--- src/rtl/draw_scheduler.sv ---
// draw_scheduler
//   Frame-level scheduler for the sprite controllers of the ping-pong game.
//   On each accepted frame tick it grants every client in turn (client 0
//   first) with a one-hot go, waits for its go/done handshake and forwards
//   the granted client's pixel stream to the VGA adapter through one
//   register stage.
//
// Ports
//   clk, reset        : clock, synchronous active-high reset
//   enable            : allows a new frame to start (a running frame finishes)
//   frame_tick        : one-cycle new-frame request (one-deep pending)
//   client_done       : per-client done level
//   client_plot/x/y/colour : per-client pixel bus, packed by client index
//   go                : one-hot start request to the granted client
//   vga_x/y/colour/plot : registered pixel bus to the VGA adapter
//   active            : index of the granted client (valid while busy)
//   busy              : a frame is in progress
//   frame_done        : one-cycle pulse after the last client completes
//   timeout_err       : sticky, a client exceeded its grant budget
//   overrun           : sticky, a frame tick was dropped
module draw_scheduler #(
    parameter int NUM_CLIENTS = 3,
    parameter int TIMEOUT     = 1000000,
    parameter int TO_W        = 20
) (
    input  logic                       clk,
    input  logic                       reset,
    input  logic                       enable,
    input  logic                       frame_tick,
    input  logic [NUM_CLIENTS-1:0]     client_done,
    input  logic [NUM_CLIENTS-1:0]     client_plot,
    input  logic [8*NUM_CLIENTS-1:0]   client_x,
    input  logic [7*NUM_CLIENTS-1:0]   client_y,
    input  logic [3*NUM_CLIENTS-1:0]   client_colour,
    output logic [NUM_CLIENTS-1:0]     go,
    output logic [7:0]                 vga_x,
    output logic [6:0]                 vga_y,
    output logic [2:0]                 vga_colour,
    output logic                       vga_plot,
    output logic [1:0]                 active,
    output logic                       busy,
    output logic                       frame_done,
    output logic                       timeout_err,
    output logic                       overrun
);

    typedef enum logic [2:0] {IDLE, ISSUE, WAIT_DONE, NEXT, FIN} state_t;

    // Last counter value of a grant; reaching it without completion skips the client.
    localparam logic [TO_W-1:0] TO_LAST = TO_W'(TIMEOUT - 1);

    state_t                   state_q, state_d;
    logic [1:0]               idx_q, idx_d;
    logic [TO_W-1:0]          cnt_q, cnt_d;
    logic                     pending_q, pending_d;
    logic                     timeout_err_q, timeout_err_d;
    logic                     overrun_q, overrun_d;
    logic [NUM_CLIENTS-1:0]   go_q, go_d;
    logic                     busy_q, busy_d;
    logic                     frame_done_q, frame_done_d;
    logic [1:0]               active_q, active_d;
    logic [7:0]               vga_x_q, vga_x_d;
    logic [6:0]               vga_y_q, vga_y_d;
    logic [2:0]               vga_colour_q, vga_colour_d;
    logic                     vga_plot_q, vga_plot_d;

    logic                     consume;
    logic                     sel_done;
    logic                     sel_plot;
    logic [7:0]               sel_x;
    logic [6:0]               sel_y;
    logic [2:0]               sel_colour;

    // Fields of the currently granted client.
    always_comb begin
        sel_done   = 1'b0;
        sel_plot   = 1'b0;
        sel_x      = '0;
        sel_y      = '0;
        sel_colour = '0;
        for (int i = 0; i < NUM_CLIENTS; i++) begin
            if (int'(idx_q) == i) begin
                sel_done   = client_done[i];
                sel_plot   = client_plot[i];
                sel_x      = client_x[8*i +: 8];
                sel_y      = client_y[7*i +: 7];
                sel_colour = client_colour[3*i +: 3];
            end
        end
    end

    always_comb begin
        state_d       = state_q;
        idx_d         = idx_q;
        cnt_d         = cnt_q;
        timeout_err_d = timeout_err_q;
        overrun_d     = overrun_q;
        consume       = 1'b0;

        case (state_q)
            IDLE: begin
                if (pending_q && enable) begin
                    consume = 1'b1;
                    idx_d   = 2'd0;
                    cnt_d   = '0;
                    state_d = ISSUE;
                end
            end
            ISSUE: begin
                // Leave once the client drops done (it has left its hold state).
                cnt_d = cnt_q + TO_W'(1);
                if (cnt_q == TO_LAST) begin
                    timeout_err_d = 1'b1;
                    state_d       = NEXT;
                end else if (!sel_done) begin
                    state_d = WAIT_DONE;
                end
            end
            WAIT_DONE: begin
                // A done arriving on the last budget cycle still counts as completion.
                cnt_d = cnt_q + TO_W'(1);
                if (sel_done) begin
                    state_d = NEXT;
                end else if (cnt_q == TO_LAST) begin
                    timeout_err_d = 1'b1;
                    state_d       = NEXT;
                end
            end
            NEXT: begin
                if (int'(idx_q) == NUM_CLIENTS - 1) begin
                    state_d = FIN;
                end else begin
                    idx_d   = idx_q + 2'd1;
                    cnt_d   = '0;
                    state_d = ISSUE;
                end
            end
            FIN: begin
                state_d = IDLE;
            end
            default: begin
                state_d = IDLE;
            end
        endcase

        // One-deep request: a tick landing on the consume cycle re-arms it
        // without counting as a dropped tick.
        pending_d = frame_tick ? 1'b1 : (consume ? 1'b0 : pending_q);
        if (frame_tick && pending_q && !consume) begin
            overrun_d = 1'b1;
        end

        // Outputs are registered from the next state so they line up with it.
        for (int i = 0; i < NUM_CLIENTS; i++) begin
            go_d[i] = (state_d == ISSUE) && (int'(idx_d) == i);
        end
        busy_d       = (state_d != IDLE);
        frame_done_d = (state_d == FIN);
        active_d     = idx_d;

        // Pixel path: one register stage; plot is squashed outside a grant,
        // coordinates hold their last value.
        vga_x_d      = vga_x_q;
        vga_y_d      = vga_y_q;
        vga_colour_d = vga_colour_q;
        vga_plot_d   = 1'b0;
        if (state_q == ISSUE || state_q == WAIT_DONE) begin
            vga_x_d      = sel_x;
            vga_y_d      = sel_y;
            vga_colour_d = sel_colour;
            vga_plot_d   = sel_plot;
        end
    end

    always_ff @(posedge clk) begin
        if (reset) begin
            state_q       <= IDLE;
            idx_q         <= 2'd0;
            cnt_q         <= '0;
            pending_q     <= 1'b0;
            timeout_err_q <= 1'b0;
            overrun_q     <= 1'b0;
            go_q          <= '0;
            busy_q        <= 1'b0;
            frame_done_q  <= 1'b0;
            active_q      <= 2'd0;
            vga_x_q       <= '0;
            vga_y_q       <= '0;
            vga_colour_q  <= '0;
            vga_plot_q    <= 1'b0;
        end else begin
            state_q       <= state_d;
            idx_q         <= idx_d;
            cnt_q         <= cnt_d;
            pending_q     <= pending_d;
            timeout_err_q <= timeout_err_d;
            overrun_q     <= overrun_d;
            go_q          <= go_d;
            busy_q        <= busy_d;
            frame_done_q  <= frame_done_d;
            active_q      <= active_d;
            vga_x_q       <= vga_x_d;
            vga_y_q       <= vga_y_d;
            vga_colour_q  <= vga_colour_d;
            vga_plot_q    <= vga_plot_d;
        end
    end

    assign go          = go_q;
    assign busy        = busy_q;
    assign frame_done  = frame_done_q;
    assign active      = active_q;
    assign timeout_err = timeout_err_q;
    assign overrun     = overrun_q;
    assign vga_x       = vga_x_q;
    assign vga_y       = vga_y_q;
    assign vga_colour  = vga_colour_q;
    assign vga_plot    = vga_plot_q;

endmodule

--- config.mk ---
export PLATFORM = sky130hd
export DESIGN_NAME = draw_scheduler
export DESIGN_NICKNAME = d
export VERILOG_FILES = /design/src/rtl/draw_scheduler.sv
export SDC_FILE = /design/constraint.sdc
export NUM_CORES = 1
export LEC_CHECK = 0
export CAP_MARGIN = 20
export CORE_UTILIZATION = 40
export DETAILED_ROUTE_END_ITERATION = 12
export PLACE_DENSITY = 0.71
export SYNTH_ARGS = -nofsm -noshare
export SYNTH_HDL_FRONTEND = slang
export SYNTH_SLANG_ARGS = --single-unit
--- constraint.sdc ---
create_clock -name clk -period 4.3 [get_ports clk]
set_clock_uncertainty 0.1 [all_clocks]
set_input_delay 0.86 -clock clk [delete_from_list [all_inputs] [get_ports clk]]
set_output_delay 0.86 -clock clk [all_outputs]
set_load 0.03 [all_outputs]
==> summary.txt, run 1 <==
Timing
  – Final hold viol count: 0
  – Fmax: 402 MHz
  – Headroom to the max-slew limit: 0.519
  – RSZ-0062 raised after global routing: false
  – Slew @ Worst Pin: around 0.72 ns
  – Clock period minus worst slack: 2.49 ns
  – Setup violations, final: 0
  – Hold_ws: 0.357 ns
  – Final period util: 0.578
  – Pins Over Slew Limit: 0
  – Setup TNS: 0 ns

Route
  – DRT Pass-1 Iters: 4
  – Post-Route WL: 7300 um
  – Final ANT Viol Nets: 0
  – Drt wl/cell: 14.0 um
  – Iter 0 DRT Violations: 85
  – # DRC: 0
  – Via count: 2768
  – Vias/cell: 5.29

Floorplanning
  – Full die area: 7450 sq um
  – # IOs: 92
  – Die width: approximately 86 um
  – Die height: 86.3 um
  – Initial core utilization: 0.416
  – Site row count: 30
  – Core footprint: just under 7000 sq um

Setup path
  – Max FO, Critical Path: 45
  – Worst reg-to-reg setup slack: about 1.8 ns
  – Worst setup EP type: flip-flop
  – FF-to-FF path depth: 7
  – Worst Path Arrival: between 2 and 3 ns
  – Reg-to-Reg Start: active[0]$_SDFF_PP0_
  – Crit start category: flip-flop
  – Critical path class: flip-flop to flip-flop
  – CP required: about 4.4 ns
  – Worst flop-to-flop path endpoint: cnt_q[18]$_SDFFE_PP0P_

Worst hold path
  – WHS Path Cells: 2
  – Worst hold endpoint: vga_y[4]$_SDFFE_PP0P_
  – Hold path start: vga_y[4]$_SDFFE_PP0P_
  – Type of the most critical hold path: flip-flop to flip-flop

Logic synthesis
  – Mux cell area share after synthesis: 0.0106
  – Unique masters post-synth: 57
  – Post-synthesis adder-cell area fraction: 0.0176
  – Synth Register Bits: 52
  – Async set or reset register ratio after synthesis: 0
  – Register area share after synthesis: 0.366
  – Largest family of logic cells by synthesized area: simple AND/OR/NAND/NOR gates
  – Post-Synth Simple-Gate Area: 0.298
  – Synth warnings: 0
  – Syn Std Cell Area: 2840 sq um
  – Net Count, Synth: 418
  – Synthesized area per cell: 8.13 sq um
  – Commonest register cell after synthesis: dfxtp_1
  – Number of synthesized flops with an enable pin: 0
  – Post-synthesis compound-gate area fraction: 0.249
  – Post-Syn Instances: 350
  – Post-Synth XOR/XNOR Area: 0.00616

Clock network
  – H-tree depth: 2
  – Clk slew on worst S/H paths: 0.10 ns
  – Clock Sink Count: 52
  – CTS Hold Bufs: 0
  – Post-CTS setup buffers: 0
  – Post-CTS Resized: 0
  – Root Driver: clkbuf_8
  – Clk_lat worst skew: 0.31 ns
  – CTS tree: built
  – CTS Buf Count: 5
  – Max Root-Sink Buffers: 2

GRT
  – Number of global-route vias before repair: 2515
  – GRT overflow: 0
  – Largest net degree at the start of global routing: 46
  – GRT Resource Usage Total: 0.196
  – Initial antenna violation count: 0
  – Global-route wire length before repair: 11600 um

Place
  – Placer congestion estimate: 0.788
  – Port bufs: 91
  – Hpwl dp: 5270 um

Layout
  – Ant diodes: 0
  – Fraction of layout cells with a size suffix above 1: 0.0539
  – Final nets: 495
  – Commonest non-fill, non-tap cell in the layout: clkdlybuf4s50_1
  – Fillers: 662
  – Most frequent cells in the layout: clkdlybuf4s50_1, nand2_1, dfxtp_1, a21oi_1
  – P&R area growth vs syn: 36.4%

Run
  – # Max-Cap Violations: 0

Outcome
  – Status: finished clean

Power
  – Cell Pwr Density: 237 nW/um^2
  – Lkg Pwr: 1.26 nW
  – VDD IR max: 177 uV
==> flip-flops by register name, summed over array words and instances, names as in the netlist <==
signal	count
state_q	3
go	3
frame_done	1
vga_colour	3
pending_q	1
busy	1
active	2
vga_y	7
vga_x	8
cnt_q	20
overrun	1
timeout_err	1
vga_plot	1
==> through the flow <==
| stage | std cells | util | setup slack (ns) | cell area, sq um | power, mW |
|---|---|---|---|---|---|
| floorplan | 350 | - | 2.11 | 2840 | 0.576 |
| global placement | 515 | 0.553 | 1.57 | 3780 | 0.659 |
| detailed placement | 515 | 0.553 | 1.53 | 3780 | 0.661 |
| CTS | 522 | 0.564 | 1.77 | 3850 | 0.931 |
| global route | 523 | 0.568 | 1.64 | 3880 | 0.961 |
| finish | 523 | 0.568 | 1.81 | 3880 | 0.921 |
==> worst max-delay path: stages, from the launching register on <==
cell     delay (ns)
dfxtp_1        0.43
inv_1          0.09
ha_1           0.20
buf_4          0.26
a31oi_4        0.27
nand4_2        0.31
or4_1          0.58
a21oi_1        0.15
==> worst max path at each step <==
stage,startpoint,endpoint,slack (ns),cells after the start
after detailed placement,enable,cnt_q[18]$_SDFFE_PP0P_,1.53,5
after global routing,active[0]$_SDFF_PP0_,cnt_q[16]$_SDFFE_PP0P_,1.64,7
after floorplan,active[0]$_SDFF_PP0_,cnt_q[11]$_SDFFE_PP0P_,2.11,8
final,active[0]$_SDFF_PP0_,cnt_q[18]$_SDFFE_PP0P_,1.81,7
after global placement,enable,cnt_q[16]$_SDFFE_PP0P_,1.57,5
after CTS,active[0]$_SDFF_PP0_,go[1]$_SDFF_PP0_,1.77,5
==> cells in the mapped netlist, types with 3 or more instances <==
| master | n | area (sq um) |
|---|---|---|
| a311oi_1 | 3 | 26.3 |
| buf_2 | 9 | 45.0 |
| inv_1 | 8 | 30.0 |
| nand2b_1 | 24 | 150 |
| ha_1 | 4 | 50.1 |
| dfxtp_1 | 52 | 1040 |
| a21oi_1 | 34 | 170 |
| and4_1 | 4 | 35.0 |
| o211ai_1 | 16 | 120 |
| nand2_1 | 59 | 221 |
| nand4_1 | 4 | 25.0 |
| mux2i_1 | 3 | 30.0 |
| a221o_1 | 3 | 30.0 |
| or4_1 | 5 | 37.5 |
| nor2b_1 | 4 | 25.0 |
| or3_1 | 6 | 37.5 |
| o21ai_0 | 24 | 120 |
| clkbuf_1 | 13 | 48.8 |
| nor2_1 | 12 | 45.0 |
| o31ai_1 | 6 | 45.0 |
| a21o_1 | 3 | 22.5 |
| a211oi_1 | 4 | 30.0 |
| nand3_1 | 9 | 45.0 |
==> cell families (layout without fill, tap and decap cells) <==
group,Yosys count,after routing
mux,3,3
fa+ha+maj,4,4
xor+xnor,2,2
flops,52,52
compound gates,106,106
simple gates,150,150
buf+inv,33,110
==> routing by layer <==
| layer | wire, um | global-route usage | share of wire | vias up |
|---|---|---|---|---|
| li1 | - | - | - | 1421 |
| met1 | 3140 | 0.236 | 0.43 | 1286 |
| met2 | 3740 | 0.348 | 0.51 | 52 |
| met3 | 285 | 0.0400 | 0.039 | 9 |
| met4 | 137 | 0.0682 | 0.019 | 0 |
| met5 | 0 | 0 | 0 | - |
==> area by class of cell <==
class,count,area [sq um],share of cell area
clock buffer,6,72.6,0.0187
clock inverter,1,5.00,0.00129
inverter,8,30.0,0.00774
multi-input combinational,265,1650,0.426
sequential,52,1040,0.268
tap,96,120,0.0310
timing repair buffer,95,958,0.247
==> power by group <==
part	switching (mW)	internal (mW)	leakage, nW
registers	0.00816	0.492	0.420
clock network	0.161	0.111	0.0410
logic	0.0644	0.0851	0.797
total	0.233	0.688	1.26
(Power assumes the default switching activity.)
==> inputs of run 2 (changes only) <==
--- a/config.mk
+++ b/config.mk
@@ -8,7 +8,7 @@
 export CAP_MARGIN = 20
 export CORE_UTILIZATION = 40
 export DETAILED_ROUTE_END_ITERATION = 12
-export PLACE_DENSITY = 0.71
+export PLACE_DENSITY = 0.74
 export SYNTH_ARGS = -nofsm -noshare
 export SYNTH_HDL_FRONTEND = slang
 export SYNTH_SLANG_ARGS = --single-unit
==> constraint.sdc (replaced) <==
create_clock -name clk -period 2.1 [get_ports clk]
set_clock_uncertainty 0.1 [all_clocks]
set_input_delay 0.42 -clock clk [delete_from_list [all_inputs] [get_ports clk]]
set_output_delay 0.42 -clock clk [all_outputs]
set_load 0.03 [all_outputs]
==> summary.txt, run 2 (synthesis gave the netlist of run 1 again) <==
Timing
  – Slew @ Worst Pin: between 0.4 and 0.5 ns
  – Fmax: 505 MHz
  – Pins Over Slew Limit: 0
  – Clock period minus worst slack: 1.98 ns
  – Headroom to the max-slew limit: 0.699
  – Setup violations, final: 0
  – Final period util: 0.943
  – RSZ-0062 raised after global routing: false
  – Final hold viol count: 0

Clock network
  – Clk slew on worst S/H paths: roughly 0.09 ns
  – CTS Hold Bufs: 0
  – Max Root-Sink Buffers: 2
  – H-tree depth: 2
  – CTS Buf Count: 5
  – Root Driver: clkbuf_8
  – Clk_lat worst skew: approximately 0.32 ns
  – CTS tree: built
  – Clock Sink Count: between 50 and 60

GRT
  – Global-route wire length before repair: 12600 um
  – Initial antenna violation count: 0
  – GRT overflow: 0
  – Largest net degree at the start of global routing: 39
  – Number of global-route vias before repair: 2701
  – GRT Resource Usage Total: 0.209

Layout
  – Register area: 1040 sq um
  – Max reg flops: 20
  – Ant diodes: 0
  – Commonest non-fill, non-tap cell in the layout: clkdlybuf4s50_1
  – Util after Layout: 0.588
  – Biggest register: cnt_q
  – Final nets: 509
  – Final non-filler cell total: 538
  – Most frequent cells in the layout: clkdlybuf4s50_1, nand2_1, dfxtp_1, a21oi_1
  – Fraction of layout cells with a size suffix above 1: 0.0950
  – Fillers: between 600 and 700
  – P&R area growth vs syn: 41.4%
  – Multi-input gate area: 1660 sq um

Setup path
  – FF-to-FF path depth: 6
  – CP Buf/Inv Count: 2
  – Worst setup EP type: output port
  – Worst Path Arrival: 1.46 ns
  – CP delay by family, top: buffers and inverters
  – Setup crit end: active[1]
  – Worst flop-to-flop path endpoint: cnt_q[13]$_SDFFE_PP0P_
  – Worst path cell trace: buf_4 > clkdlybuf4s50_1
  – CP required: 1.58 ns
  – CP peak stage delay: between 0.6 and 0.7 ns
  – Critical path class: flip-flop to output port
  – Crit start category: flip-flop
  – Worst setup path start: active[1]$_SDFF_PP0_
  – Worst reg-to-reg setup slack: roughly 0.19 ns
  – CP Depth: 2
  – Reg-to-Reg Start: active[0]$_SDFF_PP0_
  – Slowest-stage cell, CP: clkdlybuf4s50_1
  – Max FO, Critical Path: 5

Run
  – # Max-Cap Violations: 0

Route
  – Post-Route WL: 7480 um
  – Iter 0 DRT Violations: 149
  – Drt wl/cell: 13.9 um
  – DRT Pass-1 Iters: 4
  – # DRC: 0
  – Via count: ~2900
  – Vias/cell: 5.34
  – Final ANT Viol Nets: 0

Floorplanning
  – Site row count: 30
  – # IOs: between 90 and 100
  – Full die area: approximately 7500 sq um
  – Initial core utilization: 0.416
  – Die height: 86.3 um
  – Die width: between 80 and 90 um
  – Core footprint: 6830 sq um

Outcome
  – Status: finished clean

Power
  – Tot Pwr: slightly above 2 mW
  – Cell Pwr Density: 511 nW/um^2
  – Lkg Pwr: approximately 1.3 nW
  – VDD IR max: 304 uV

Place
  – Placer congestion estimate: 0.792
  – Port bufs: 91
  – Cell total after placement: 529
  – Hpwl dp: approximately 5600 um

Worst hold path
  – Hold path start: vga_x[6]$_SDFFE_PP0P_
  – Type of the most critical hold path: flip-flop to flip-flop
[run 2: repair_timing]
action	in CTS	in global routing
hold endpoints to repair	0	0
setup endpoints to repair	0	5
buffers inserted	0	1
gates resized for setup	0	2
[run 2: layout make-up]
| cell class | instances | area share |
|---|---|---|
| repair buffers | 109 | 0.263 |
| clock inverters | 3 | 0.0106 |
| clock buffers | 5 | 0.0171 |
| inverters | 8 | 0.00747 |
| flip-flops and latches | 52 | 0.259 |
| well taps | 96 | 0.0299 |
| multi-input cells | 265 | 0.412 |
[run 2: metal layers]
metal | share of wire | GRT usage | vias up | routed length (um)
met5 | 0 | 0 | - | 0
met4 | 0.016 | 0.0606 | 0 | 120
met3 | 0.033 | 0.0390 | 11 | 246
met2 | 0.51 | 0.376 | 44 | 3810
met1 | 0.44 | 0.255 | 1362 | 3300
li1 | - | - | 1455 | -
[run 2: power breakdown]
| group | switching, mW | total, mW | internal (mW) |
|---|---|---|---|
| Combinational | 0.138 | 0.325 | 0.188 |
| Clock | 0.352 | 0.705 | 0.353 |
| Sequential | 0.0171 | 1.02 | 1.01 |
| Total | 0.507 | 2.05 | 1.55 |
[run 2: metrics by stage]
stage	hold slack (ns)	setup TNS, ns	cell area (sq um)	setup slack [ns]
CTS	0.361	0	4010	0.113
finish	0.358	0	4020	0.120
floorplan	0.338	0	2850	0.0613
global placement	0.343	-0.192	3900	-0.0479
detailed placement	0.348	-0.272	3900	-0.0481
global route	0.381	0	4020	0.0127
[run 2: worst min-delay path by stage]
stage                              to  slack, ns  depth (start not counted)
3_3_place_gp    vga_x[7]$_SDFFE_PP0P_       0.34                          2
3_5_place_dp    vga_x[5]$_SDFFE_PP0P_       0.35                          2
2_1_floorplan  cnt_q[19]$_SDFFE_PP0P_       0.34                          2
6_report        vga_x[6]$_SDFFE_PP0P_       0.36                          2
5_1_grt         vga_x[3]$_SDFFE_PP0P_       0.38                          2
4_1_cts         vga_x[5]$_SDFFE_PP0P_       0.36                          2
[run 2: worst reg2reg max path: cells and delay by family (launching register included)]
family / cells / cell delay, ns
adder cells (fa/ha/maj): 1 / 0.24
AO/OA/AOI/OAI: 2 / 0.40
buffers and inverters: 1 / 0.06
flip-flops: 1 / 0.33
AND/OR/NAND/NOR: 2 / 0.73
